==> src/rtl/isa_pkg.sv <==
// Shared ISA definitions: opcodes, ALU operation codes, decoder FSM states
// and the registered control bundle.
package isa_pkg;

    typedef enum logic [3:0] {
        OP_NOP   = 4'h0,
        OP_ADD   = 4'h1,
        OP_SUB   = 4'h2,
        OP_AND   = 4'h3,
        OP_OR    = 4'h4,
        OP_XOR   = 4'h5,
        OP_SHL   = 4'h6,
        OP_SHR   = 4'h7,
        OP_LDI   = 4'h8,
        OP_LD    = 4'h9,
        OP_ST    = 4'hA,
        OP_JMP   = 4'hB,
        OP_BEQ   = 4'hC,
        OP_ILL_D = 4'hD,
        OP_HLT   = 4'hE,
        OP_ILL_F = 4'hF
    } opcode_e;

    localparam logic [3:0] ALU_NONE = 4'd0;
    localparam logic [3:0] ALU_ADD  = 4'd1;
    localparam logic [3:0] ALU_SUB  = 4'd2;
    localparam logic [3:0] ALU_AND  = 4'd3;
    localparam logic [3:0] ALU_OR   = 4'd4;
    localparam logic [3:0] ALU_XOR  = 4'd5;
    localparam logic [3:0] ALU_SHL  = 4'd6;
    localparam logic [3:0] ALU_SHR  = 4'd7;

    typedef enum logic [1:0] {
        ST_RUN    = 2'd0,
        ST_LDWAIT = 2'd1,
        ST_HALT   = 2'd2
    } state_e;

    // One cycle worth of datapath control; all-zero is a bubble.
    typedef struct packed {
        logic       ar;
        logic       br;
        logic [3:0] alu;
        logic       imm_sel;
        logic       wren;
        logic [2:0] wr_addr;
        logic       write;
        logic       adr_mux;
        logic       pc_load;
        logic       valid;
        logic       illegal;
    } ctrl_t;

endpackage

==> src/rtl/instruction_decoder_if.sv <==
// Instruction/control bus between the fetch side and the decoder.
interface instruction_decoder_if;
    logic [15:0] INST_IN;
    logic        INST_VALID_IN;
    logic        READY_OUT;
    logic        STALL_IN;
    logic        FLUSH_IN;
    logic        ZERO_IN;
    logic        AR_OUT;
    logic        BR_OUT;
    logic [3:0]  ALU_OUT;
    logic        input_OUT;
    logic        wren_OUT;
    logic [2:0]  writeAd_OUT;
    logic        write_OUT;
    logic        ADR_MUX_OUT;
    logic        PC_load_OUT;
    logic        VALID_OUT;
    logic        ILLEGAL_OUT;
    logic        HALTED_OUT;

    modport master (
        output INST_IN, INST_VALID_IN, STALL_IN, FLUSH_IN, ZERO_IN,
        input  READY_OUT, AR_OUT, BR_OUT, ALU_OUT, input_OUT, wren_OUT,
               writeAd_OUT, write_OUT, ADR_MUX_OUT, PC_load_OUT,
               VALID_OUT, ILLEGAL_OUT, HALTED_OUT
    );

    modport slave (
        input  INST_IN, INST_VALID_IN, STALL_IN, FLUSH_IN, ZERO_IN,
        output READY_OUT, AR_OUT, BR_OUT, ALU_OUT, input_OUT, wren_OUT,
               writeAd_OUT, write_OUT, ADR_MUX_OUT, PC_load_OUT,
               VALID_OUT, ILLEGAL_OUT, HALTED_OUT
    );
endinterface

==> src/rtl/instruction_decoder_decode_table.sv <==
// Combinational opcode -> control table for a freshly accepted instruction.
// For LD this is only the first (address) cycle; the write-back cycle is
// produced by the FSM in the top level.
module decode_table
    import isa_pkg::*;
(
    input  logic [3:0] opcode,
    input  logic [2:0] rd,
    input  logic       zero,
    output ctrl_t      ctrl,
    output logic       is_ld,
    output logic       is_halt
);

    // Decode one instruction into its first-cycle control word.
    always_comb begin
        ctrl       = '0;
        ctrl.valid = 1'b1;
        is_ld      = 1'b0;
        is_halt    = 1'b0;
        case (opcode_e'(opcode))
            OP_ADD, OP_SUB, OP_AND, OP_OR, OP_XOR, OP_SHL, OP_SHR: begin
                ctrl.ar      = 1'b1;
                ctrl.br      = 1'b1;
                ctrl.write   = 1'b1;
                ctrl.wr_addr = rd;
                case (opcode_e'(opcode))
                    OP_ADD:  ctrl.alu = ALU_ADD;
                    OP_SUB:  ctrl.alu = ALU_SUB;
                    OP_AND:  ctrl.alu = ALU_AND;
                    OP_OR:   ctrl.alu = ALU_OR;
                    OP_XOR:  ctrl.alu = ALU_XOR;
                    OP_SHL:  ctrl.alu = ALU_SHL;
                    default: ctrl.alu = ALU_SHR;
                endcase
            end
            OP_LDI: begin
                ctrl.imm_sel = 1'b1;
                ctrl.write   = 1'b1;
                ctrl.wr_addr = rd;
                ctrl.alu     = ALU_NONE;
            end
            OP_LD: begin
                ctrl.ar      = 1'b1;
                ctrl.adr_mux = 1'b1;
                is_ld        = 1'b1;
            end
            OP_ST: begin
                ctrl.ar      = 1'b1;
                ctrl.br      = 1'b1;
                ctrl.adr_mux = 1'b1;
                ctrl.wren    = 1'b1;
            end
            OP_JMP:  ctrl.pc_load = 1'b1;
            OP_BEQ:  ctrl.pc_load = zero;
            OP_HLT:  is_halt = 1'b1;
            OP_NOP:  ctrl.valid = 1'b1;
            default: ctrl.illegal = 1'b1;
        endcase
    end

endmodule

==> src/rtl/instruction_decoder.sv <==
// Instruction decoder: accept handshake, RUN/LDWAIT/HALT sequencing and the
// registered control outputs. Priority is reset > flush > stall > accept.
module instruction_decoder
    import isa_pkg::*;
(
    input  logic                  CLK,
    input  logic                  RST,
    instruction_decoder_if.slave  bus
);

    state_e     state;
    state_e     state_nx;
    ctrl_t      out_q;
    ctrl_t      out_nx;
    logic [2:0] ld_rd;
    logic [2:0] ld_rd_nx;
    ctrl_t      dec_ctrl;
    logic       dec_is_ld;
    logic       dec_is_halt;
    logic       ready;
    logic       accept;
    logic       unused_operands;

    // Register operand fields are consumed by the datapath, not the decoder.
    assign unused_operands = ^bus.INST_IN[8:0];

    decode_table u_decode_table (
        .opcode  (bus.INST_IN[15:12]),
        .rd      (bus.INST_IN[11:9]),
        .zero    (bus.ZERO_IN),
        .ctrl    (dec_ctrl),
        .is_ld   (dec_is_ld),
        .is_halt (dec_is_halt)
    );

    assign ready  = (state == ST_RUN) && !bus.STALL_IN;
    assign accept = bus.INST_VALID_IN && ready;

    // Next state and next control word, applying flush/stall priority.
    always_comb begin
        state_nx = state;
        out_nx   = out_q;
        ld_rd_nx = ld_rd;
        if (bus.FLUSH_IN) begin
            out_nx = '0;
            if (state == ST_LDWAIT) begin
                state_nx = ST_RUN;
            end
        end else if (bus.STALL_IN) begin
            // Everything holds except the illegal pulse, which must not repeat.
            out_nx.illegal = 1'b0;
        end else begin
            case (state)
                ST_RUN: begin
                    if (accept) begin
                        out_nx = dec_ctrl;
                        if (dec_is_ld) begin
                            state_nx = ST_LDWAIT;
                            ld_rd_nx = bus.INST_IN[11:9];
                        end else if (dec_is_halt) begin
                            state_nx = ST_HALT;
                        end
                    end else begin
                        out_nx = '0;
                    end
                end
                ST_LDWAIT: begin
                    out_nx         = '0;
                    out_nx.adr_mux = 1'b1;
                    out_nx.write   = 1'b1;
                    out_nx.wr_addr = ld_rd;
                    out_nx.valid   = 1'b1;
                    state_nx       = ST_RUN;
                end
                ST_HALT: out_nx = '0;
                default: begin
                    out_nx   = '0;
                    state_nx = ST_RUN;
                end
            endcase
        end
    end

    // State, pending LD destination and output registers.
    always_ff @(posedge CLK or posedge RST) begin
        if (RST) begin
            state <= ST_RUN;
            out_q <= '0;
            ld_rd <= '0;
        end else begin
            state <= state_nx;
            out_q <= out_nx;
            ld_rd <= ld_rd_nx;
        end
    end

    assign bus.READY_OUT   = ready;
    assign bus.AR_OUT      = out_q.ar;
    assign bus.BR_OUT      = out_q.br;
    assign bus.ALU_OUT     = out_q.alu;
    assign bus.input_OUT   = out_q.imm_sel;
    assign bus.wren_OUT    = out_q.wren;
    assign bus.writeAd_OUT = out_q.wr_addr;
    assign bus.write_OUT   = out_q.write;
    assign bus.ADR_MUX_OUT = out_q.adr_mux;
    assign bus.PC_load_OUT = out_q.pc_load;
    assign bus.VALID_OUT   = out_q.valid;
    assign bus.ILLEGAL_OUT = out_q.illegal;
    assign bus.HALTED_OUT  = (state == ST_HALT);

endmodule

==> src/flat_wrapper.sv <==
// flat-port wrapper written by rule: the top's interface ports become plain ports
module instruction_decoder_flat import isa_pkg::*;
  (CLK, RST, bus_INST_IN, bus_INST_VALID_IN, bus_STALL_IN, bus_FLUSH_IN, bus_ZERO_IN, bus_READY_OUT, bus_AR_OUT, bus_BR_OUT, bus_ALU_OUT, bus_input_OUT, bus_wren_OUT, bus_writeAd_OUT, bus_write_OUT, bus_ADR_MUX_OUT, bus_PC_load_OUT, bus_VALID_OUT, bus_ILLEGAL_OUT, bus_HALTED_OUT);
  instruction_decoder_if bus_i ();
  input  logic CLK;
  input  logic RST;
  input wire logic [$bits(bus_i.INST_IN)-1:0] bus_INST_IN;
  input wire logic [$bits(bus_i.INST_VALID_IN)-1:0] bus_INST_VALID_IN;
  input wire logic [$bits(bus_i.STALL_IN)-1:0] bus_STALL_IN;
  input wire logic [$bits(bus_i.FLUSH_IN)-1:0] bus_FLUSH_IN;
  input wire logic [$bits(bus_i.ZERO_IN)-1:0] bus_ZERO_IN;
  output wire logic [$bits(bus_i.READY_OUT)-1:0] bus_READY_OUT;
  output wire logic [$bits(bus_i.AR_OUT)-1:0] bus_AR_OUT;
  output wire logic [$bits(bus_i.BR_OUT)-1:0] bus_BR_OUT;
  output wire logic [$bits(bus_i.ALU_OUT)-1:0] bus_ALU_OUT;
  output wire logic [$bits(bus_i.input_OUT)-1:0] bus_input_OUT;
  output wire logic [$bits(bus_i.wren_OUT)-1:0] bus_wren_OUT;
  output wire logic [$bits(bus_i.writeAd_OUT)-1:0] bus_writeAd_OUT;
  output wire logic [$bits(bus_i.write_OUT)-1:0] bus_write_OUT;
  output wire logic [$bits(bus_i.ADR_MUX_OUT)-1:0] bus_ADR_MUX_OUT;
  output wire logic [$bits(bus_i.PC_load_OUT)-1:0] bus_PC_load_OUT;
  output wire logic [$bits(bus_i.VALID_OUT)-1:0] bus_VALID_OUT;
  output wire logic [$bits(bus_i.ILLEGAL_OUT)-1:0] bus_ILLEGAL_OUT;
  output wire logic [$bits(bus_i.HALTED_OUT)-1:0] bus_HALTED_OUT;
  assign bus_i.INST_IN = bus_INST_IN;
  assign bus_i.INST_VALID_IN = bus_INST_VALID_IN;
  assign bus_i.STALL_IN = bus_STALL_IN;
  assign bus_i.FLUSH_IN = bus_FLUSH_IN;
  assign bus_i.ZERO_IN = bus_ZERO_IN;
  assign bus_READY_OUT = bus_i.READY_OUT;
  assign bus_AR_OUT = bus_i.AR_OUT;
  assign bus_BR_OUT = bus_i.BR_OUT;
  assign bus_ALU_OUT = bus_i.ALU_OUT;
  assign bus_input_OUT = bus_i.input_OUT;
  assign bus_wren_OUT = bus_i.wren_OUT;
  assign bus_writeAd_OUT = bus_i.writeAd_OUT;
  assign bus_write_OUT = bus_i.write_OUT;
  assign bus_ADR_MUX_OUT = bus_i.ADR_MUX_OUT;
  assign bus_PC_load_OUT = bus_i.PC_load_OUT;
  assign bus_VALID_OUT = bus_i.VALID_OUT;
  assign bus_ILLEGAL_OUT = bus_i.ILLEGAL_OUT;
  assign bus_HALTED_OUT = bus_i.HALTED_OUT;
  instruction_decoder u_core (.CLK(CLK), .RST(RST), .bus(bus_i));
endmodule
==> config.mk <==
export PLATFORM = sky130hd
export DESIGN_NAME = instruction_decoder_flat
export DESIGN_NICKNAME = d
export VERILOG_FILES = /design/src/rtl/isa_pkg.sv /design/src/rtl/instruction_decoder_if.sv /design/src/rtl/instruction_decoder_decode_table.sv /design/src/rtl/instruction_decoder.sv /design/src/flat_wrapper.sv
export SDC_FILE = /design/constraint.sdc
export NUM_CORES = 1
export LEC_CHECK = 0
export ABC_AREA = 1
export CAP_MARGIN = 40
export CORE_ASPECT_RATIO = 0.8
export CORE_UTILIZATION = 45
export CTS_CLUSTER_DIAMETER = 30
export DETAILED_ROUTE_END_ITERATION = 8
export PLACE_DENSITY = 0.8
export SYNTH_ARGS = -nofsm -noshare
export SYNTH_HDL_FRONTEND = slang
export SYNTH_HIERARCHICAL = 1
export SYNTH_SLANG_ARGS = --single-unit
export TNS_END_PERCENT = 100
==> constraint.sdc <==
create_clock -name CLK -period 1.5 [get_ports CLK]
set_input_delay 0.375 -clock CLK [delete_from_list [all_inputs] [get_ports CLK]]
set_output_delay 0.375 -clock CLK [all_outputs]
set_load 0.1 [all_outputs]
# ---- Word-level counts from Yosys, hierarchy flattened
# Index checks and enable logic that the tools add are counted.
dict set report word_totals {
  inputBits 22
  reg_bits 21
  wordCells 72
}
dict set report op_classes {
  n_mux 24
  bitwise 2
  n_reduce_logical 13
  n_eq_ne 20
}
# operator count
set op_table {}
lappend op_table {{2-to-1 mux 16 bit} 2}
lappend op_table {{case mux 16 bit (2 select lines)} 1}
lappend op_table {{== test 4 bit, second input constant} 6}
lappend op_table {{case mux 3 bit (6 select lines)} 1}
lappend op_table {{== test 4 x 3 -> 1 bit, second input constant} 4}
lappend op_table {{OR reduction 8 bit} 2}
lappend op_table {{2-to-1 mux 15 bit} 1}
lappend op_table {{OR reduction 14 bit} 1}
lappend op_table {{2-to-1 mux 2 bit} 6}
lappend op_table {{AND reduction 5 bit} 2}
lappend op_table {{2-to-1 mux 1 bit} 9}
lappend op_table {{OR reduction 9 bit} 1}
lappend op_table {{== test 4 x 2 -> 1 bit, second input constant} 2}
lappend op_table {{2-to-1 mux 4 bit} 2}
lappend op_table {{OR reduction 7 bit} 1}
lappend op_table {{== test 4 x 1 -> 1 bit, second input constant} 1}
lappend op_table {{zero test 4 bit} 1}
lappend op_table {{inequality test 2 x 1 -> 1 bit, second input constant} 2}
lappend op_table {{inequality test 4 x 2 -> 1 bit, second input constant} 1}
lappend op_table {{case mux 2 bit (2 select lines)} 1}
lappend op_table {{inequality test 3 x 2 -> 1 bit, second input constant} 1}
lappend op_table {{== test 2 x 1 -> 1 bit, second input constant} 1}
lappend op_table {{== test 2 bit, second input constant} 1}
lappend op_table {{logical AND 1 bit} 2}
lappend op_table {{other kinds (6)} 7}

# ---- Depth between registers and ports, before layout
# Gate-level depths: netlist of the first run.
dict set report logic_depth {
  word_depth 8
  ltp_mapped 11
  ltp_nobuf 11
}

# ---- Modules after synthesis
# Netlist of the first run, hierarchy kept.
# module instances cells_each area_each_um2 seq_area_each_um2
set modules_own_cells {}
lappend modules_own_cells {instruction_decoder 1 125 1011.0 525.5}
lappend modules_own_cells {decode_table 1 41 191.4 0.0}

# ---- Worst setup path before layout of the first run
# Ideal clock, no wire load.
dict set report synth_timing {
  path_kind {register to register}
  startpoint {register u_core.state[1]}
  endpoint {register u_core.state[1]}
  arrival_ns 2.178
  synth_period_minus_slack_ns 2.295
  stages_incl_launch_ff 8
  required_ns 1.383
  slack_ns -0.795
  path_cell_list {dfrtp_1 inv_1 nor2_1 nand2_1 nand2_1 inv_1 nand4_1 nand2_1}
}
dict set report synth_between {
  word_cells_on_any_way 13
  classes_between {eq/ne: 6; mux: 3; reduce/logical: 4}
}
# element line_no
set synth_lines {}
lappend synth_lines {{from (decl)} instruction_decoder.sv:11} ;# state_e state;
lappend synth_lines {{from (signal assigned)} instruction_decoder.sv:91} ;# state <= state_nx;
lappend synth_lines {{== test 2 bit (*)} --}
lappend synth_lines {{net bus_HALTED_OUT} flat_wrapper.sv:24} ;# output wire logic [$bits(bus_i.HALTED_OUT)-1:0] bus_HALTED_OUT;
lappend synth_lines {{case mux 2 bit (2 select lines)} instruction_decoder.sv:53} ;# case (state)
lappend synth_lines {{2-to-1 mux 2 bit} instruction_decoder.sv:49} ;# end else if (bus.STALL_IN) begin
lappend synth_lines {{2-to-1 mux 2 bit} instruction_decoder.sv:44} ;# if (bus.FLUSH_IN) begin
# The timed path passes the listed nets; every way through them passes the cells marked *. The select of a mux whose other input is x is not followed.
# A chain may end at the register's enable or synchronous reset.

# ---- Final worst setup path of the first run
dict set report layout_timing {
  startpoint {register u_core.state[1]}
  endpoint {output bus_READY_OUT}
}
dict set report layout_between {
  elab_chain_len 2
}
# element line_no
set layout_lines {}
lappend layout_lines {{zero test 2 bit} instruction_decoder.sv:36} ;# assign ready = (state == ST_RUN) && !bus.STALL_IN;
lappend layout_lines {{logical AND 1 bit} instruction_decoder.sv:36}
lappend layout_lines {{to (decl)} flat_wrapper.sv:12} ;# output wire logic [$bits(bus_i.READY_OUT)-1:0] bus_READY_OUT;
# Every way passes these cells.

==> results of run 1 <==
repair_timing:
action | 4_1_cts | 5_1_grt
gates resized for setup | 11 | 10
gates cloned | 0 | 0
hold buffers | 0 | 0
setup endpoints to repair | 10 | 22
setup buffers | 3 | 6
pin swaps | 2 | 4
cells in the mapped netlist:
cell      number
dfrtp_1       21
inv_2          4
nand2_1       62
nand4_1        1
inv_4          1
inv_1         19
buf_6          2
a21oi_1        3
o21ai_2        1
nand3b_4       1
nand4_2        1
nor2b_1        1
buf_4          2
conb_1         2
o21ai_0        7
o211ai_1       1
nor2_2         1
nor2_1        13
buf_2          1
nand3_1       16
nand2_2        1
nand3_2        1
nor2_4         3
nor3_1         1
critical path, stage by stage, from the launching register on:
cell     delay [ps]
dfrtp_2         450
nor2_4          130
inv_2            60
nor2_4          120
buf_12          180
how the worst max path moves through the flow:
stage,startpoint,end,slack [ps],cells past startpoint
3_3_place_gp,bus_INST_IN[14],u_core/bus.writeAd_OUT[0]$_DFFE_PP0P_,-320,11
3_5_place_dp,bus_INST_IN[13],u_core/state[1]$_DFFE_PP0P_,-370,11
4_1_cts,u_core/state[1]$_DFFE_PP0P_,bus_READY_OUT,-90,4
5_1_grt,u_core/state[1]$_DFFE_PP0P_,bus_READY_OUT,-150,4
2_1_floorplan,u_core/state[0]$_DFFE_PP0P_,bus_READY_OUT,-30,3
6_report,u_core/state[1]$_DFFE_PP0P_,bus_READY_OUT,-120,4
cells by family (layout without fill, tap and decap cells):
| group | count (synthesis) | in the layout | synth area share |
|---|---|---|---|
| and+or+nand+nor | 102 | 102 | 0.389 |
| buffers and inverters | 29 | 84 | 0.112 |
| DFF | 21 | 21 | 0.437 |
| AOI/OAI and AO/OA | 12 | 12 | 0.0551 |
| other | 2 | 2 | 0.00625 |
power by group:
part | switching [mW] | internal (mW)
clock network | 0.181 | 0.104
registers | 0.0389 | 0.609
logic | 0.606 | 0.412
area by class of cell:
type,instances,area (um^2),area share
Clock buffer,4,26.3,0.0134
Inverter,24,106,0.0540
Multi-Input combinational cell,116,569,0.289
Sequential cell,21,528,0.268
Tap cell,36,45.0,0.0229
Timing Repair Buffer,56,693,0.352
registers in the layout, indices dropped and copies added (netlist names), 2 cells and up:
name,flops
u_core/bus.writeAd_OUT,3
u_core/ld_rd,3
u_core/state,2
u_core/bus.ALU_OUT,4
routing by layer:
metal / vias to the layer above / share of wire / GRT usage
met5: - / 0 / 0
met1: 612 / 0.38 / 0.279
li1: 614 / - / -
met4: 0 / 0.025 / 0.0744
met3: 10 / 0.077 / 0.0398
met2: 86 / 0.51 / 0.449
==> flow_metrics.env, run 1 <==
export IMPL_outcome="finished, violations left"
export IMPL_violations="negative setup slack"
export IMPL_final_cell_area_um2=1970
export IMPL_avgRoutedWirePerCell_um=13.6
export IMPL_final_cell_mix="61 x nand2_1, 23 x buf_4, 19 x buf_12, 19 x dfrtp_1, 16 x nand3_1"
export IMPL_initial_utilization=0.484
export IMPL_place_area_um2=1830
export IMPL_cts_root_buf="clkbuf_4"
export IMPL_mostFrequentLayoutCell="nand2_1"
export IMPL_leakagePower_nw=1.06
export IMPL_maxSlewViolCount=0
export IMPL_cts_sinks=21
export IMPL_syn_area_per_cell_um2=7.24
export IMPL_synth_area_leader_cell="dfrtp_1"
export IMPL_fp_row_count=16
export IMPL_synth_area_leaders="dfrtp_1 44%, nand2_1 19%, nand3_1 6.7%"
export IMPL_syn_to_final_growth_pct=63.7
export IMPL_rsz0062_at_grt="yes"
export IMPL_final_nets=244
export IMPL_fin_hold_ws_ps=401
export IMPL_wirelength_um=3500
export IMPL_dp_cells=244
export IMPL_drtIter0Drc=96
export IMPL_grt_max_degree=22
export IMPL_grt_antenna_before_repair=0
export IMPL_cts_tree="built"
export IMPL_instances_no_fill=257
export IMPL_fmax_mhz=616
export IMPL_fill_cells=165
export IMPL_crit_arrival_ps=1250
export IMPL_layout_min_cycle_time_ps=1620
export IMPL_dp_worst_setup_slack_ps=-366
export IMPL_max_cap_violations=0
export IMPL_yosys_warnings=6
export IMPL_setup_tns_ps=-245
export IMPL_die_width_um=59.8
export IMPL_gp_congestion=0.825
export IMPL_grt_pass1_vias=1149
export IMPL_final_core_util=0.793
export IMPL_grt_ovfl_total=0
export IMPL_port_buffers=30
export IMPL_cts_inserted_buffers=3
export IMPL_synth_distinct_cells=24
export IMPL_power_density_nw_per_um2=991
export IMPL_finalClockSkew_ps=5.68
export IMPL_crit_type="reg2out"
export IMPL_synth_fp_nets=188
export IMPL_die_height_um=48.2
export IMPL_rr_endpoint="u_core/state[0]$_DFFE_PP0P_"
export IMPL_h_tree_depth=1
export IMPL_r2r_slack_ps=30
export IMPL_clk_insertion_delay_late_ps=310
export IMPL_hp_class="in2async"
export IMPL_crit_path_end_kind="output port"
export IMPL_drt_vias_per_instance=5.14
export IMPL_dr_pass1_iters=4
export IMPL_antenna_cells=0
export IMPL_cp_max_fo=3
export IMPL_clockBufferDepth=2
export IMPL_worst_slack_ps=-124
export IMPL_drc_errors=0
export IMPL_critical_path_startpoint_type="register"
export IMPL_finalSetupViolCount=2
export IMPL_vias=1322
export IMPL_dp_hpwl_um=2240
export IMPL_io_pins=40
export IMPL_core_area_um2=2480
export IMPL_totalPowerFinal_mw=1.95
export IMPL_drive_above_1_share=0.326
export IMPL_dieArea_um2=2880
export IMPL_syn_cell_area_um2=1200
export IMPL_cp_required_ps=1120
export IMPL_synthesis_instances=166
export IMPL_grt_pass1_wl_um=4970
export IMPL_timing_rr_start="u_core/state[1]$_DFFE_PP0P_"
export IMPL_fin_crit_sh=1.08
export IMPL_ir_drop_uv=1330
export IMPL_clkSlewWorstSetupHoldPaths_ps=120
export IMPL_netlist_area_leader_share=0.437
export IMPL_ff2ff_path_depth=11
export IMPL_ant_nets=0
export IMPL_yosysSeqAreaShare=0.437
export IMPL_ys_ff_latch=21
export IMPL_track_usage=0.236
export IMPL_hold_viol=0
(Power assumes the default switching activity.)
==> run 2: changes to the inputs <==
--- a/config.mk
+++ b/config.mk
@@ -12,6 +12,7 @@
 export CTS_CLUSTER_DIAMETER = 30
 export DETAILED_ROUTE_END_ITERATION = 8
 export PLACE_DENSITY = 0.8
+export SETUP_SLACK_MARGIN = 0.02
 export SYNTH_ARGS = -nofsm -noshare
 export SYNTH_HDL_FRONTEND = slang
 export SYNTH_HIERARCHICAL = 1
==> flow_metrics.env, run 2 (same netlist as run 1, synthesis figures left out) <==
export IMPL_drt_vias_per_instance=5.15
export IMPL_internal_power_mw=1.14
export IMPL_port_buffers=30
export IMPL_leakagePower_nw=1.07
export IMPL_final_core_util=0.804
export IMPL_dr_pass1_iters=4
export IMPL_crit_arrival_ps=1240
export IMPL_h_tree_depth=1
export IMPL_clockBufferDepth=2
export IMPL_critical_path_startpoint_type="register"
export IMPL_cts_tree="built"
export IMPL_hold_viol=0
export IMPL_final_cell_mix="61 x nand2_1, 25 x buf_4, 19 x buf_12, 19 x dfrtp_1, 16 x nand3_1"
export IMPL_finalSetupViolCount=2
export IMPL_gp_congestion=0.825
export IMPL_worst_slack_ps=-112
export IMPL_cts_hold_fix_buffers=0
export IMPL_final_nets=246
export IMPL_vias=1335
export IMPL_cp_required_ps=1120
export IMPL_cts_inserted_buffers=3
export IMPL_seq_power_share=0.329
export IMPL_ant_nets=0
export IMPL_crit_type="reg2out"
export IMPL_antenna_cells=0
export IMPL_grt_ovfl_total=0
export IMPL_cts_root_buf="clkbuf_4"
export IMPL_r2r_slack_ps=40
export IMPL_hp_class="in2async"
export IMPL_largest_reg_flops=4
export IMPL_grt_pass1_vias=1149
export IMPL_cp_max_fo=3
export IMPL_crit_path_end_kind="output port"
export IMPL_core_area_um2=2480
export IMPL_io_pins=40
export IMPL_clk_insertion_delay_late_ps=300
export IMPL_die_height_um=48.2
export IMPL_drc_errors=0
export IMPL_ir_drop_uv=1390
export IMPL_final_cell_area_um2=2000
export IMPL_drtIter0Drc=91
export IMPL_initial_utilization=0.484
export IMPL_grt_pass1_wl_um=4970
export IMPL_place_area_um2=1830
export IMPL_outcome="finished, violations left"
export IMPL_syn_to_final_growth_pct=66.1
export IMPL_dp_hpwl_um=2240
export IMPL_regArea_um2=528
export IMPL_dieArea_um2=2880
export IMPL_combPwrFrac=0.531
export IMPL_clkSlewWorstSetupHoldPaths_ps=120
export IMPL_maxSlewViolCount=0
export IMPL_grt_max_degree=22
export IMPL_mostFrequentLayoutCell="nand2_1"
export IMPL_rsz0062_at_grt="yes"
export IMPL_max_cap_violations=0
export IMPL_sw_frac_of_total=0.422
export IMPL_avgRoutedWirePerCell_um=14.1
export IMPL_power_density_nw_per_um2=986
export IMPL_drive_above_1_share=0.332
export IMPL_fill_cells=163
export IMPL_track_usage=0.236
export IMPL_wirelength_um=3640
export IMPL_p_clk_frac=0.140
export IMPL_layout_min_cycle_time_ps=1610
export IMPL_p_switching_mw=0.830
export IMPL_fp_row_count=16
export IMPL_cts_sinks=21
export IMPL_fin_crit_sh=1.07
export IMPL_finalClockSkew_ps=3.03
export IMPL_grt_antenna_before_repair=0
export IMPL_violations="negative setup slack"
export IMPL_die_width_um=59.8
export IMPL_multi_input_area_um2=583
export IMPL_fmax_mhz=620
export IMPL_totalPowerFinal_mw=1.97
run 2: cell types whose count changed in the layout (fill, tap and decap cells not counted), sizes merged:
| cell | before | now |
|---|---|---|
| buf | 44 | 46 |
run 2: path summary, 6_finish.rpt:
kind                                                           to                        start  cells past startpoint
worst max-delay path                                bus_READY_OUT  u_core/state[1]$_DFFE_PP0P_                      4
worst min-delay path            u_core/bus.ALU_OUT[3]$_DFFE_PP0P_                          RST                      3
worst max register to register        u_core/state[0]$_DFFE_PP0P_  u_core/state[1]$_DFFE_PP0P_                     11
worst min register to register        u_core/state[1]$_DFFE_PP0P_  u_core/state[1]$_DFFE_PP0P_                      2
max in group asynchronous             u_core/state[0]$_DFFE_PP0P_                          RST                      3
min in group CLK                 u_core/bus.ILLEGAL_OUT$_DFF_PP0_              bus_INST_IN[12]                      6
run 2: per-layer routing:
layer,GRT usage,vias to the layer above,wire (um)
li1,-,625,-
met2,0.449,82,1830
met4,0.0744,0,163
met3,0.0398,20,223
met5,0,-,0
met1,0.279,608,1420
run 2: power groups by stage:
stage | logic [mW] | clock network [mW] | registers, mW
6_report | 1.04 | 0.276 | 0.648
5_1_grt | 1.09 | 0.310 | 0.650
4_1_cts | 0.858 | 0.276 | 0.653
3_5_place_dp | 0.806 | 0 | 0.654
3_3_place_gp | 0.791 | 0 | 0.652
2_1_floorplan | 0.441 | 0 | 0.737
run 2: layout make-up:
type | instances | area share
multi-input cells | 116 | 0.292
well taps | 36 | 0.0226
repair buffers | 58 | 0.355
inverters | 24 | 0.0533
flip-flops and latches | 21 | 0.264
clock buffers | 4 | 0.0132
run 2: what timing repair did:
item                                    4_1_cts  5_1_grt
endpoints found under the setup margin       10       22
buffers inserted                              3        8
resized for setup                            11       12
pin swaps                                     2        4
run 2: through the flow:
step	TNS, ps	hold WS (ps)	setup slack [ps]	cells
5_1_grt	-308	454	-154	259
3_5_place_dp	-5680	531	-366	244
4_1_cts	-177	422	-90.5	251
3_3_place_gp	-4810	523	-324	244
6_report	-221	414	-112	259
2_1_floorplan	-28.7	352	-28.7	166
run 2: critical path: stages (launching register included):
cell and delay, ps:
dfrtp_2 450, nor2_4 130, inv_2 60, nor2_4 120, buf_12 180
==> run 3: changes to the inputs <==
--- a/config.mk
+++ b/config.mk
@@ -12,6 +12,7 @@
 export CTS_CLUSTER_DIAMETER = 30
 export DETAILED_ROUTE_END_ITERATION = 8
 export PLACE_DENSITY = 0.8
+export REMOVE_ABC_BUFFERS = 1
 export SETUP_SLACK_MARGIN = 0.02
 export SYNTH_ARGS = -nofsm -noshare
 export SYNTH_HDL_FRONTEND = slang
==> flow_metrics.env, run 3 (same netlist as run 1, synthesis figures left out) <==
export IMPL_worst_slack_ps=-113
export IMPL_dieArea_um2=2880
export IMPL_drtIter0Drc=78
export IMPL_seq_power_share=0.341
export IMPL_leakagePower_nw=1.07
export IMPL_drt_vias_per_instance=4.86
export IMPL_final_core_util=0.791
export IMPL_maxSlewViolCount=0
export IMPL_dp_hpwl_um=2220
export IMPL_cp_required_ps=1120
export IMPL_h_tree_depth=1
export IMPL_rsz0062_at_grt="yes"
export IMPL_cp_max_fo=4
export IMPL_hold_viol=0
export IMPL_hp_class="in2async"
export IMPL_dp_worst_setup_slack_ps=-374
export IMPL_fp_row_count=16
export IMPL_sw_frac_of_total=0.422
export IMPL_critical_path_startpoint_type="register"
export IMPL_combPwrFrac=0.506
export IMPL_grt_max_degree=22
export IMPL_totalPowerFinal_mw=1.88
export IMPL_violations="negative setup slack"
export IMPL_drive_above_1_share=0.323
export IMPL_crit_path_end_kind="output port"
export IMPL_mostFrequentLayoutCell="nand2_1"
export IMPL_setup_tns_ps=-195
export IMPL_initial_utilization=0.484
export IMPL_ant_nets=0
export IMPL_p_clk_frac=0.153
export IMPL_clockBufferDepth=2
export IMPL_place_area_um2=1870
export IMPL_antenna_cells=0
export IMPL_dr_pass1_iters=4
export IMPL_final_cell_area_um2=1960
export IMPL_cts_hold_fix_buffers=0
export IMPL_syn_to_final_growth_pct=63.3
export IMPL_finalClockSkew_ps=10.6
export IMPL_finalSetupViolCount=2
export IMPL_fmax_mhz=620
export IMPL_die_height_um=48.2
export IMPL_grt_pass1_vias=1121
export IMPL_regArea_um2=527
export IMPL_instances_no_fill=259
export IMPL_core_area_um2=2480
export IMPL_wirelength_um=3110
export IMPL_p_switching_mw=0.796
export IMPL_cts_inserted_buffers=3
export IMPL_grt_pass1_wl_um=4830
export IMPL_fin_crit_sh=1.08
export IMPL_fill_cells=182
export IMPL_fin_hold_ws_ps=357
export IMPL_max_cap_violations=0
export IMPL_final_nets=246
export IMPL_io_pins=40
export IMPL_largest_reg_flops=4
export IMPL_ir_drop_uv=1070
export IMPL_internal_power_mw=1.09
export IMPL_crit_type="reg2out"
export IMPL_die_width_um=59.8
export IMPL_crit_arrival_ps=1240
export IMPL_multi_input_area_um2=569
export IMPL_clk_insertion_delay_late_ps=320
export IMPL_layout_min_cycle_time_ps=1610
export IMPL_drc_errors=0
export IMPL_port_buffers=30
export IMPL_gp_congestion=0.862
export IMPL_vias=1259
export IMPL_grt_ovfl_total=0
export IMPL_outcome="finished, violations left"
export IMPL_cts_tree="built"
export IMPL_cts_root_buf="clkbuf_4"
export IMPL_grt_antenna_before_repair=0
export IMPL_dp_cells=250
export IMPL_final_cell_mix="61 x nand2_1, 26 x buf_4, 20 x dfrtp_1, 19 x buf_12, 17 x inv_1"
export IMPL_cts_sinks=21
export IMPL_avgRoutedWirePerCell_um=12.0
export IMPL_clkSlewWorstSetupHoldPaths_ps=130
export IMPL_power_density_nw_per_um2=959
export IMPL_track_usage=0.229
==> run 3: power by group through the flow <==
stage          logic [mW]  clock network [mW]  registers, mW
4_1_cts             0.908               0.300          0.642
5_1_grt              1.00               0.322          0.648
6_report            0.953               0.288          0.643
2_1_floorplan       0.398                   0          0.736
3_5_place_dp        0.847                   0          0.654
3_3_place_gp        0.829                   0          0.651
==> run 3: timing repair <==
item                       in CTS  in global routing
cloned                          0                  1
hold endpoints to repair        0                  0
pin swaps                       2                  3
gates resized for setup        10                  8
setup buffers                   3                  2
setup endpoints to repair       8                 10
==> run 3: final cells by class <==
type / count / area share
repair buffers: 57 / 0.354
multi-input cells: 116 / 0.290
flip-flops and latches: 21 / 0.268
inverters: 24 / 0.0484
well taps: 36 / 0.0229
clock buffers: 3 / 0.0115
clock inverters: 1 / 0.00255
repair inverters: 1 / 0.00255
==> run 3: per-layer routing <==
metal	track usage	vias to the layer above	part of all wire	wire (um)
met5	0	-	0	0
met2	0.393	42	0.49	1530
met4	0.0744	0	0.015	48
met3	0.0531	6	0.053	164
li1	-	621	-	-
met1	0.292	590	0.44	1370
==> run 3: path summary, 6_finish.rpt <==
path	startpoint	end	slack (ps)	cells past startpoint
setup / recovery	u_core/state[0]$_DFFE_PP0P_	bus_READY_OUT	-110	4
hold / removal	RST	u_core/bus.ADR_MUX_OUT$_DFFE_PP0P_	360	3
setup reg to reg	u_core/state[0]$_DFFE_PP0P_	u_core/bus.writeAd_OUT[0]$_DFFE_PP0P_	120	9
hold reg to reg	u_core/bus.input_OUT$_DFFE_PP0P_	u_core/bus.input_OUT$_DFFE_PP0P_	550	2
max in group asynchronous	RST	u_core/state[0]$_DFFE_PP0P_	910	3
min in group CLK	bus_INST_IN[12]	u_core/bus.ILLEGAL_OUT$_DFF_PP0_	530	6
==> run 3: critical path, stage by stage, from the launching register on <==
cell and delay [ps]:
dfrtp_2 470, nor2_4 110, inv_2 60, nor2_4 100, buf_12 180
